<file path="src/rtl/ram_ctrl_pkg.sv">
// ----------------------------------------------------------------------------
// ram_ctrl_pkg
//   Shared definitions for the two-requester latch-RAM controller:
//   - default RAM geometry (address / data width)
//   - controller state encoding (raw localparams plus the enum built on them)
//   - operation encoding for the captured request type
// ----------------------------------------------------------------------------
package ram_ctrl_pkg;

    // Default geometry of the 4-word x 4-bit latch RAM.
    localparam int ADDR_W_DEF = 2;
    localparam int DATA_W_DEF = 4;

    // Raw state codes. Kept as plain localparams so checkers and the debug
    // port can compare against a stable numeric value.
    localparam logic [2:0] ST_IDLE   = 3'd0;
    localparam logic [2:0] ST_SETUP  = 3'd1;
    localparam logic [2:0] ST_STROBE = 3'd2;
    localparam logic [2:0] ST_HOLD   = 3'd3;
    localparam logic [2:0] ST_SAMPLE = 3'd4;
    localparam logic [2:0] ST_RESP   = 3'd5;

    typedef enum logic [2:0] {
        IDLE   = ST_IDLE,
        SETUP  = ST_SETUP,
        STROBE = ST_STROBE,
        HOLD   = ST_HOLD,
        SAMPLE = ST_SAMPLE,
        RESP   = ST_RESP
    } state_t;

    // Captured operation type.
    localparam logic OP_RD = 1'b0;
    localparam logic OP_WR = 1'b1;

endpackage : ram_ctrl_pkg

</file>
<file path="src/rtl/rr_arb2.sv">
// ----------------------------------------------------------------------------
// rr_arb2
//   Two-way round-robin grant selection, purely combinational.
//   When both requesters are valid the one that did NOT win last time is
//   chosen; with a single valid requester that requester is chosen.
// Ports
//   valid0, valid1 : in  request pending from requester 0 / 1
//   last_grant     : in  index of the requester granted on the last accept
//   grant          : out index of the selected requester (0 when none valid)
//   grant_vld      : out at least one requester is valid
// ----------------------------------------------------------------------------
module rr_arb2 (
    input  logic valid0,
    input  logic valid1,
    input  logic last_grant,
    output logic grant,
    output logic grant_vld
);

    always_comb begin
        grant_vld = valid0 | valid1;
        grant     = 1'b0;
        if (valid0 && valid1) begin
            grant = ~last_grant;
        end else if (valid1) begin
            grant = 1'b1;
        end
    end

endmodule : rr_arb2

</file>
<file path="src/rtl/ram_arbiter.sv">
// ----------------------------------------------------------------------------
// ram_arbiter
//   Two-requester controller for a small level-sensitive latch RAM.
//   Requests are arbitrated round-robin, then a fixed setup/strobe/hold
//   sequence is run so the write enable is never high while the address or
//   write data are changing. Completion is signalled with a one-cycle
//   response pulse carrying read data (zero for writes).
//
// Handshake (both requesters):
//   A requester raises reqN_valid and holds it, together with reqN_wr,
//   reqN_addr and reqN_wdata, until it sees reqN_ready=1 at a rising edge;
//   that edge is the accept and the fields are captured there. reqN_ready is
//   only ever high in IDLE, and never for both requesters at once. The
//   response rspN_valid is a single-cycle pulse with no back-pressure.
//
// Ports
//   clk, reset          : clock, synchronous active-high reset
//   req0_* / req1_*     : request channels (valid/ready/wr/addr/wdata)
//   rsp0_* / rsp1_*     : one-cycle response pulse and read data
//   ram_wr/ram_addr/
//   ram_in_data         : registered RAM controls
//   ram_out_data        : combinational RAM read data
//   busy                : controller is not in IDLE
//   dbg_state           : current FSM state code (ram_ctrl_pkg ST_* values)
// ----------------------------------------------------------------------------
module ram_arbiter
    import ram_ctrl_pkg::*;
#(
    parameter int ADDR_W = ADDR_W_DEF,
    parameter int DATA_W = DATA_W_DEF
) (
    input  logic              clk,
    input  logic              reset,

    input  logic              req0_valid,
    output logic              req0_ready,
    input  logic              req0_wr,
    input  logic [ADDR_W-1:0] req0_addr,
    input  logic [DATA_W-1:0] req0_wdata,

    input  logic              req1_valid,
    output logic              req1_ready,
    input  logic              req1_wr,
    input  logic [ADDR_W-1:0] req1_addr,
    input  logic [DATA_W-1:0] req1_wdata,

    output logic              rsp0_valid,
    output logic [DATA_W-1:0] rsp0_rdata,
    output logic              rsp1_valid,
    output logic [DATA_W-1:0] rsp1_rdata,

    output logic              ram_wr,
    output logic [ADDR_W-1:0] ram_addr,
    output logic [DATA_W-1:0] ram_in_data,
    input  logic [DATA_W-1:0] ram_out_data,

    output logic              busy,
    output logic [2:0]        dbg_state
);

    state_t state;
    state_t state_nx;

    logic last_grant;   // requester that won the most recent accept
    logic owner;        // requester that owns the in-flight transaction
    logic op;           // captured OP_RD / OP_WR

    logic grant;
    logic grant_vld;
    logic accept;

    logic              sel_wr;
    logic [ADDR_W-1:0] sel_addr;
    logic [DATA_W-1:0] sel_wdata;

    // ------------------------------------------------------------------
    // Arbitration
    // ------------------------------------------------------------------
    rr_arb2 u_rr_arb2 (
        .valid0     (req0_valid),
        .valid1     (req1_valid),
        .last_grant (last_grant),
        .grant      (grant),
        .grant_vld  (grant_vld)
    );

    // Ready depends only on state and the arbiter, never on ready itself,
    // so there is no combinational loop through the requesters.
    assign accept     = (state == IDLE) && grant_vld;
    assign req0_ready = accept && (grant == 1'b0);
    assign req1_ready = accept && (grant == 1'b1);

    // Fields of the granted requester, captured on accept.
    always_comb begin
        sel_wr    = req0_wr;
        sel_addr  = req0_addr;
        sel_wdata = req0_wdata;
        if (grant) begin
            sel_wr    = req1_wr;
            sel_addr  = req1_addr;
            sel_wdata = req1_wdata;
        end
    end

    // ------------------------------------------------------------------
    // Next-state logic
    // ------------------------------------------------------------------
    always_comb begin
        state_nx = state;
        unique case (state)
            IDLE:    if (accept) state_nx = SETUP;
            SETUP:   state_nx = (op == OP_WR) ? STROBE : SAMPLE;
            STROBE:  state_nx = HOLD;
            HOLD:    state_nx = RESP;
            SAMPLE:  state_nx = RESP;
            RESP:    state_nx = IDLE;
            default: state_nx = IDLE;
        endcase
    end

    // ------------------------------------------------------------------
    // State and output registers
    //   All RAM-facing outputs and the response are registered from the
    //   next state, so each one changes only at a clock edge and the write
    //   enable is a clean single-cycle pulse aligned with STROBE.
    // ------------------------------------------------------------------
    always_ff @(posedge clk) begin
        if (reset) begin
            state       <= IDLE;
            last_grant  <= 1'b1;   // requester 0 wins the first tie
            owner       <= 1'b0;
            op          <= OP_RD;
            ram_wr      <= 1'b0;
            ram_addr    <= '0;
            ram_in_data <= '0;
            rsp0_valid  <= 1'b0;
            rsp1_valid  <= 1'b0;
            rsp0_rdata  <= '0;
            rsp1_rdata  <= '0;
        end else begin
            state <= state_nx;

            // Address and data are loaded at the accept edge and then held
            // untouched until the next accept, covering setup and hold.
            if (accept) begin
                last_grant  <= grant;
                owner       <= grant;
                op          <= sel_wr ? OP_WR : OP_RD;
                ram_addr    <= sel_addr;
                ram_in_data <= sel_wdata;
            end

            ram_wr <= (state_nx == STROBE);

            rsp0_valid <= (state_nx == RESP) && (owner == 1'b0);
            rsp1_valid <= (state_nx == RESP) && (owner == 1'b1);

            // The edge entering RESP from SAMPLE is the read-capture edge;
            // writes and idle cycles return zero data.
            rsp0_rdata <= ((state_nx == RESP) && (owner == 1'b0) && (op == OP_RD))
                          ? ram_out_data : '0;
            rsp1_rdata <= ((state_nx == RESP) && (owner == 1'b1) && (op == OP_RD))
                          ? ram_out_data : '0;
        end
    end

    assign busy      = (state != IDLE);
    assign dbg_state = state;

    // ------------------------------------------------------------------
    // Embedded properties
    // ------------------------------------------------------------------
    a_ready_onehot : assert property (@(posedge clk) !(req0_ready && req1_ready));

    a_wr_only_in_strobe : assert property (
        @(posedge clk) disable iff (reset) ram_wr |-> (state == STROBE));

    a_rsp_onehot : assert property (
        @(posedge clk) disable iff (reset) !(rsp0_valid && rsp1_valid));

endmodule : ram_arbiter

</file>
<file path="config.mk">
export PLATFORM = sky130hd
export DESIGN_NAME = ram_arbiter
export DESIGN_NICKNAME = d
export VERILOG_FILES = /design/src/rtl/ram_ctrl_pkg.sv /design/src/rtl/rr_arb2.sv /design/src/rtl/ram_arbiter.sv
export SDC_FILE = /design/constraint.sdc
export NUM_CORES = 1
export LEC_CHECK = 0
export BUFFER_PORTS_ARGS = -buffer_cell sky130_fd_sc_hd__buf_2
export CAP_MARGIN = 30
export CORE_MARGIN = 10
export CORE_UTILIZATION = 45
export CTS_CLUSTER_DIAMETER = 100
export DETAILED_ROUTE_END_ITERATION = 6
export GPL_TIMING_DRIVEN = 1
export PLACE_DENSITY = 0.86
export SYNTH_ARGS = -nofsm -noshare
export SYNTH_HDL_FRONTEND = slang
export SYNTH_SLANG_ARGS = --single-unit
</file>
<file path="constraint.sdc">
create_clock -name clk -period 4.29 [get_ports clk]
set_clock_uncertainty 0.2 [all_clocks]
set_input_delay 0.858 -clock clk [delete_from_list [all_inputs] [get_ports clk]]
set_output_delay 0.858 -clock clk [all_outputs]
set_load 0.05 [all_outputs]
</file>
Word level (Yosys, flattened, before mapping). Cells that the tools add are included.

Register bits: 23. Bits in latches: 0. Bits in writable memories: 0. Bits in read-only memories: 0. Input port bits: 22. Output and inout port bits: 23. Logic and storage cells: 46. Memories kept: 0.

$add $sub $neg: 0. $mul: 0. Divide/modulo/power cells: 0. Order comparisons: 0. Equality and inequality tests: 6. Shift-type cells: 0. Mux-type cells: 9. Bitwise gates (word level): 7. Reductions and logical operators: 13.

Operator list (number): 3-bit case mux with 4 select lines (1); 3-bit by 2-bit equality test with 1-bit output, second input constant (3); 1-bit logical AND (8); 3-bit equality test, second input constant (2); 3-bit two-way mux (2); 1-bit inverter (6); 2-bit OR reduction (3); 1-bit two-way mux (4); 4-bit two-way mux (1); 3-bit by 1-bit equality test with 1-bit output, second input constant (1); 3-bit zero test (1); 3-bit nonzero test (1); 2-bit two-way mux (1); 1-bit OR (1).

Depth between registers and ports, before layout.
Depth in word-level cells: 9. Gate-level depth with buffers: 5. Depth with buffers taken out: 3.

Cells and area by module. From an unflattened synthesis, not the netlist that was laid out.

Cell total of the unflattened synthesis: 88. Area total of the unflattened synthesis: 948.4 um2.

By module, submodules not included: ram_arbiter (times used 1, cells an instance 86, area each 934.6 um2, sequential area each 460.4 um2); rr_arb2 (times used 1, cells an instance 2, area each 13.8 um2, sequential area each 0.0 um2).

Worst setup path after synthesis. No wires, ideal clock.

Kind: reg-to-output. From: reg state[1], in the netlist dbg_state[1]. To: out req0_ready. Arrival time: 2.454 ns. Data required time: 3.232 ns. Path slack: 0.778 ns. Cell stages (with the launch flop): 4. Cell sequence: dfxtp_1 -> nor3_1 -> inv_1 -> nor3b_1.

Longest elaborated chain between the ends: 3.

RTL lines: start, declared (line ram_arbiter.sv:61) `state_t state;`; start signal, assigned (line ram_arbiter.sv:141) `state <= state_nx;`; 3-bit zero test (line ram_arbiter.sv:89) `assign accept = (state == IDLE) && grant_vld;`; 1-bit logical AND (line ram_arbiter.sv:89); 1-bit logical AND (line ram_arbiter.sv:90) `assign req0_ready = accept && (grant == 1'b0);`; end, declared (line ram_arbiter.sv:36) `output logic req0_ready,`.

Every way passes these cells.

Worst setup path in the final report.
From: in req1_valid. To: out req0_ready.

Longest elaborated chain between the ends: 4.

RTL lines: start, declared (line ram_arbiter.sv:41) `input logic req1_valid,`; 1-bit two-way mux / 1-bit logical AND (equally long branches) (line rr_arb2.sv:25, rr_arb2.sv:23); 1-bit two-way mux (line rr_arb2.sv:23) `if (valid0 && valid1) begin`; 1-bit inverter (line ram_arbiter.sv:90); 1-bit logical AND (*) (line ram_arbiter.sv:90).

Mark *: on every way between the ends. The rest lies on a longest branch, timed or not.

==> metrics.md <==
| Metric | Value |
|---|---|
| Start-to-end type of the worst setup path | primary input to output port |
| Sequential cell fraction of total power | 0.514 |
| CTS clk-pin slew, worst paths | 0.11 ns |
| Vias | between 700 and 800 |
| Outcome | finished, final reports clean |
| Area inside the core boundary | approximately 1800 um2 |
| Power per unit of standard cell area | roughly 420 nW/um2 |
| Htree depth | 1 |
| Proportion of layout cells with a drive suffix above 1 | 0.405 |
| Horizontal die dimension | between 60 and 70 um |
| Kind of capture point of the worst setup path | output port |
| I/O Buffers | 44 |
| Congestion Overflow GR | 0 |
| Starting DRT DRC Count | 33 |
| CP startpoint kind | primary input |
| Area share of the largest cell type after synthesis | 0.526 |
| Max frequency | ~360 MHz |
| Clock Power Share | 0.200 |
| Yosys cell types | 27 |
| Initial DRT Pass Iterations | 6 |
| Arr. time, crit path | 1.74 ns |
| Total clock sinks | 23 |
| Critical Path RT | about 3.2 ns |
| Core occupancy in the finished layout | 0.634 |
| Clock latency at the later pin of the worst-skew pair | 0.30 ns |
| Vias in the first global route | 767 |
| Most frequent standard cell in the layout excluding fill and tap cells | buf_2 |
| Max-slew violations | 0 |
| Unrepaired setup endpoints after global routing | no |
| Max_slew headroom | 0.642 |
| Actual slew at the worst max-slew pin | roughly 0.54 ns |
| Cells after Synth | 87 |
| Number of hold-slack violations in the final timing report | 0 |
| Internal power | roughly 0.3 mW |
| Number of warning messages in the yosys log | 0 |
| Post-CTS setup-driven buffer insertion count | 0 |
| Area growth from synthesis to final layout | 29.0% |
| Number of rows in the core area | 15 |
| Most area-consuming cells after synthesis | dfxtp_1 (53%), a221o_1 (9.1%), and3_1 (5.7%), nor3_1 (4.6%), nand2_1 (3.0%) |
| Period utilisation layout | 0.653 |
| CTS tree | yes |
| Top FF cell, synth | dfxtp_1 |
| Area leader, netlist | dfxtp_1 |
| HP Class | flip-flop to flip-flop |
| Cts bufs inserted | 3 |
| Switching Share | 0.354 |
| Number of antenna violations at the first check in global routing | 0 |
| Synthesized area per cell | ~10 um2 |
| Worst hold slack | roughly 0.29 ns |
| Portion of total power attributed to combinational logic | 0.286 |
| Cts hold-fix bufs | 0 |
| Effective utilization at floorplan | 0.491 |
| Deepest clock path buffer count | 2 |
| Final setup violating endpoints | 0 |
| Top Ports | 45 |
| Antenna Nets Post-Route | 0 |
| Antenna Diode Count | 0 |
| Total net switching power | roughly 0.17 mW |
| Max rail drop VDD | approximately 0.00025 V |
| Setup Total Neg Slack | 0 ns |
| Register bit total from synthesis | 23 |
| Number of enable-type register cells in the synthesized netlist | 0 |
| CTS root buf | clkbuf_4 |
| Post-synth design cell area | around 880 um2 |
| Pin count of the biggest net entering global routing | 13 |
| Mean routed wirelength per cell | ~14 um |
| Final weighted congestion in routability-driven placement | ~0.71 |
| Leading cell types in the layout, fill and taps excluded | buf_2 (44), dfxtp_1 (23), nor3_1 (8), a221o_1 (8), and3_1 (8) |
| Highest net fanout along the worst path | 9 |
| Global-route wire length before repair | about 3.3 mm |
| Final net count | 154 |
| Max_cap viols | 0 |
| Total routed wirelength | roughly 2.2 mm |
| HPWL after detailed placement | about 1.8 mm |
| Total routing usage reported by global routing | 0.0978 |
| Number of remaining DRC errors | 0 |
| Share of the yosys chip area belonging to registers | 0.526 |
| Die area | approximately 4000 um2 |
| Synthesized Nets | 109 |
| Leak pwr | 0.573 nW |
| Post-cts sizing count | 0 |
| Share of synthesized registers carrying an async set or reset | 0 |
| Height of the die | around 64 um |
| Final Critical Period | about 2.8 ns |
| Via count normalized by instance count | ~5 |
[metal layers]
| metal | track usage | share of wire | vias to the layer above |
|---|---|---|---|
| li1 | - | - | 404 |
| met3 | 0.0540 | 0.097 | 2 |
| met5 | 0 | 0 | - |
| met4 | 0.0401 | 0.0087 | 0 |
| met2 | 0.160 | 0.46 | 35 |
| met1 | 0.102 | 0.43 | 344 |
[sequential cells by signal, indices dropped and copies added, names as in the netlist]
| register | cells |
|---|---|
| rsp0_valid | 1 |
| ram_in_data | 4 |
| owner | 1 |
| rsp1_valid | 1 |
| rsp0_rdata | 4 |
| ram_wr | 1 |
| rsp1_rdata | 4 |
| op | 1 |
| dbg_state | 3 |
| ram_addr | 2 |
| last_grant | 1 |
[final timing paths]
check	from	endpoint	slack (ns)	cells past startpoint
worst max register to register	dbg_state[1]	op	2.49	3
worst min-delay path	owner	rsp0_valid	0.29	1
worst min register to register	owner	rsp0_valid	0.29	1
worst max-delay path	req1_valid	req0_ready	1.49	4
[logic make-up after synthesis]
family	Yosys count	synth area share
and+or+nand+nor	42	0.284
DFF	23	0.526
AOI/OAI and AO/OA	16	0.154
buffers and inverters	6	0.0357
[cell type report]
class                      instances  area (um2)
fill                             170         653
sequential                        23         460
multi-input combinational         58         384
timing repair buffer              44         220
tap                               25        31.3
clock buffer                       4        26.3
inverter                           2        7.51
[through the flow]
step                total power, mW  cell area, um2  setup slack (ns)  instances
global route                  0.498            1130              1.31        156
finish                        0.472            1130              1.49        156
CTS                           0.476            1130              1.48        156
floorplan                     0.350             876             0.778         87
global placement              0.380            1100              1.54        152
detailed placement            0.383            1100              1.49        152
[worst max-delay path: stages]
cell	delay [ns]
buf_2	0.09
nor2b_1	0.45
nor3b_1	0.11
buf_2	0.24
[Yosys cell counts (2+ instances only)]
| cell | number |
|---|---|
| nor2b_1 | 3 |
| nand2b_1 | 2 |
| nor2_1 | 3 |
| and3_1 | 8 |
| inv_1 | 2 |
| a21oi_1 | 3 |
| nor3_1 | 8 |
| clkbuf_1 | 2 |
| nand2_1 | 7 |
| nand3b_1 | 3 |
| a221o_1 | 8 |
| dfxtp_1 | 23 |
[power by group through the flow]
stage | sequential (mW) | clock, mW | combinational [mW]
global placement | 0.247 | 0 | 0.134
global route | 0.245 | 0.108 | 0.144
floorplan | 0.288 | 0 | 0.0614
CTS | 0.243 | 0.0971 | 0.136
finish | 0.243 | 0.0942 | 0.135
detailed placement | 0.247 | 0 | 0.136
(Power assumes the default switching activity.)
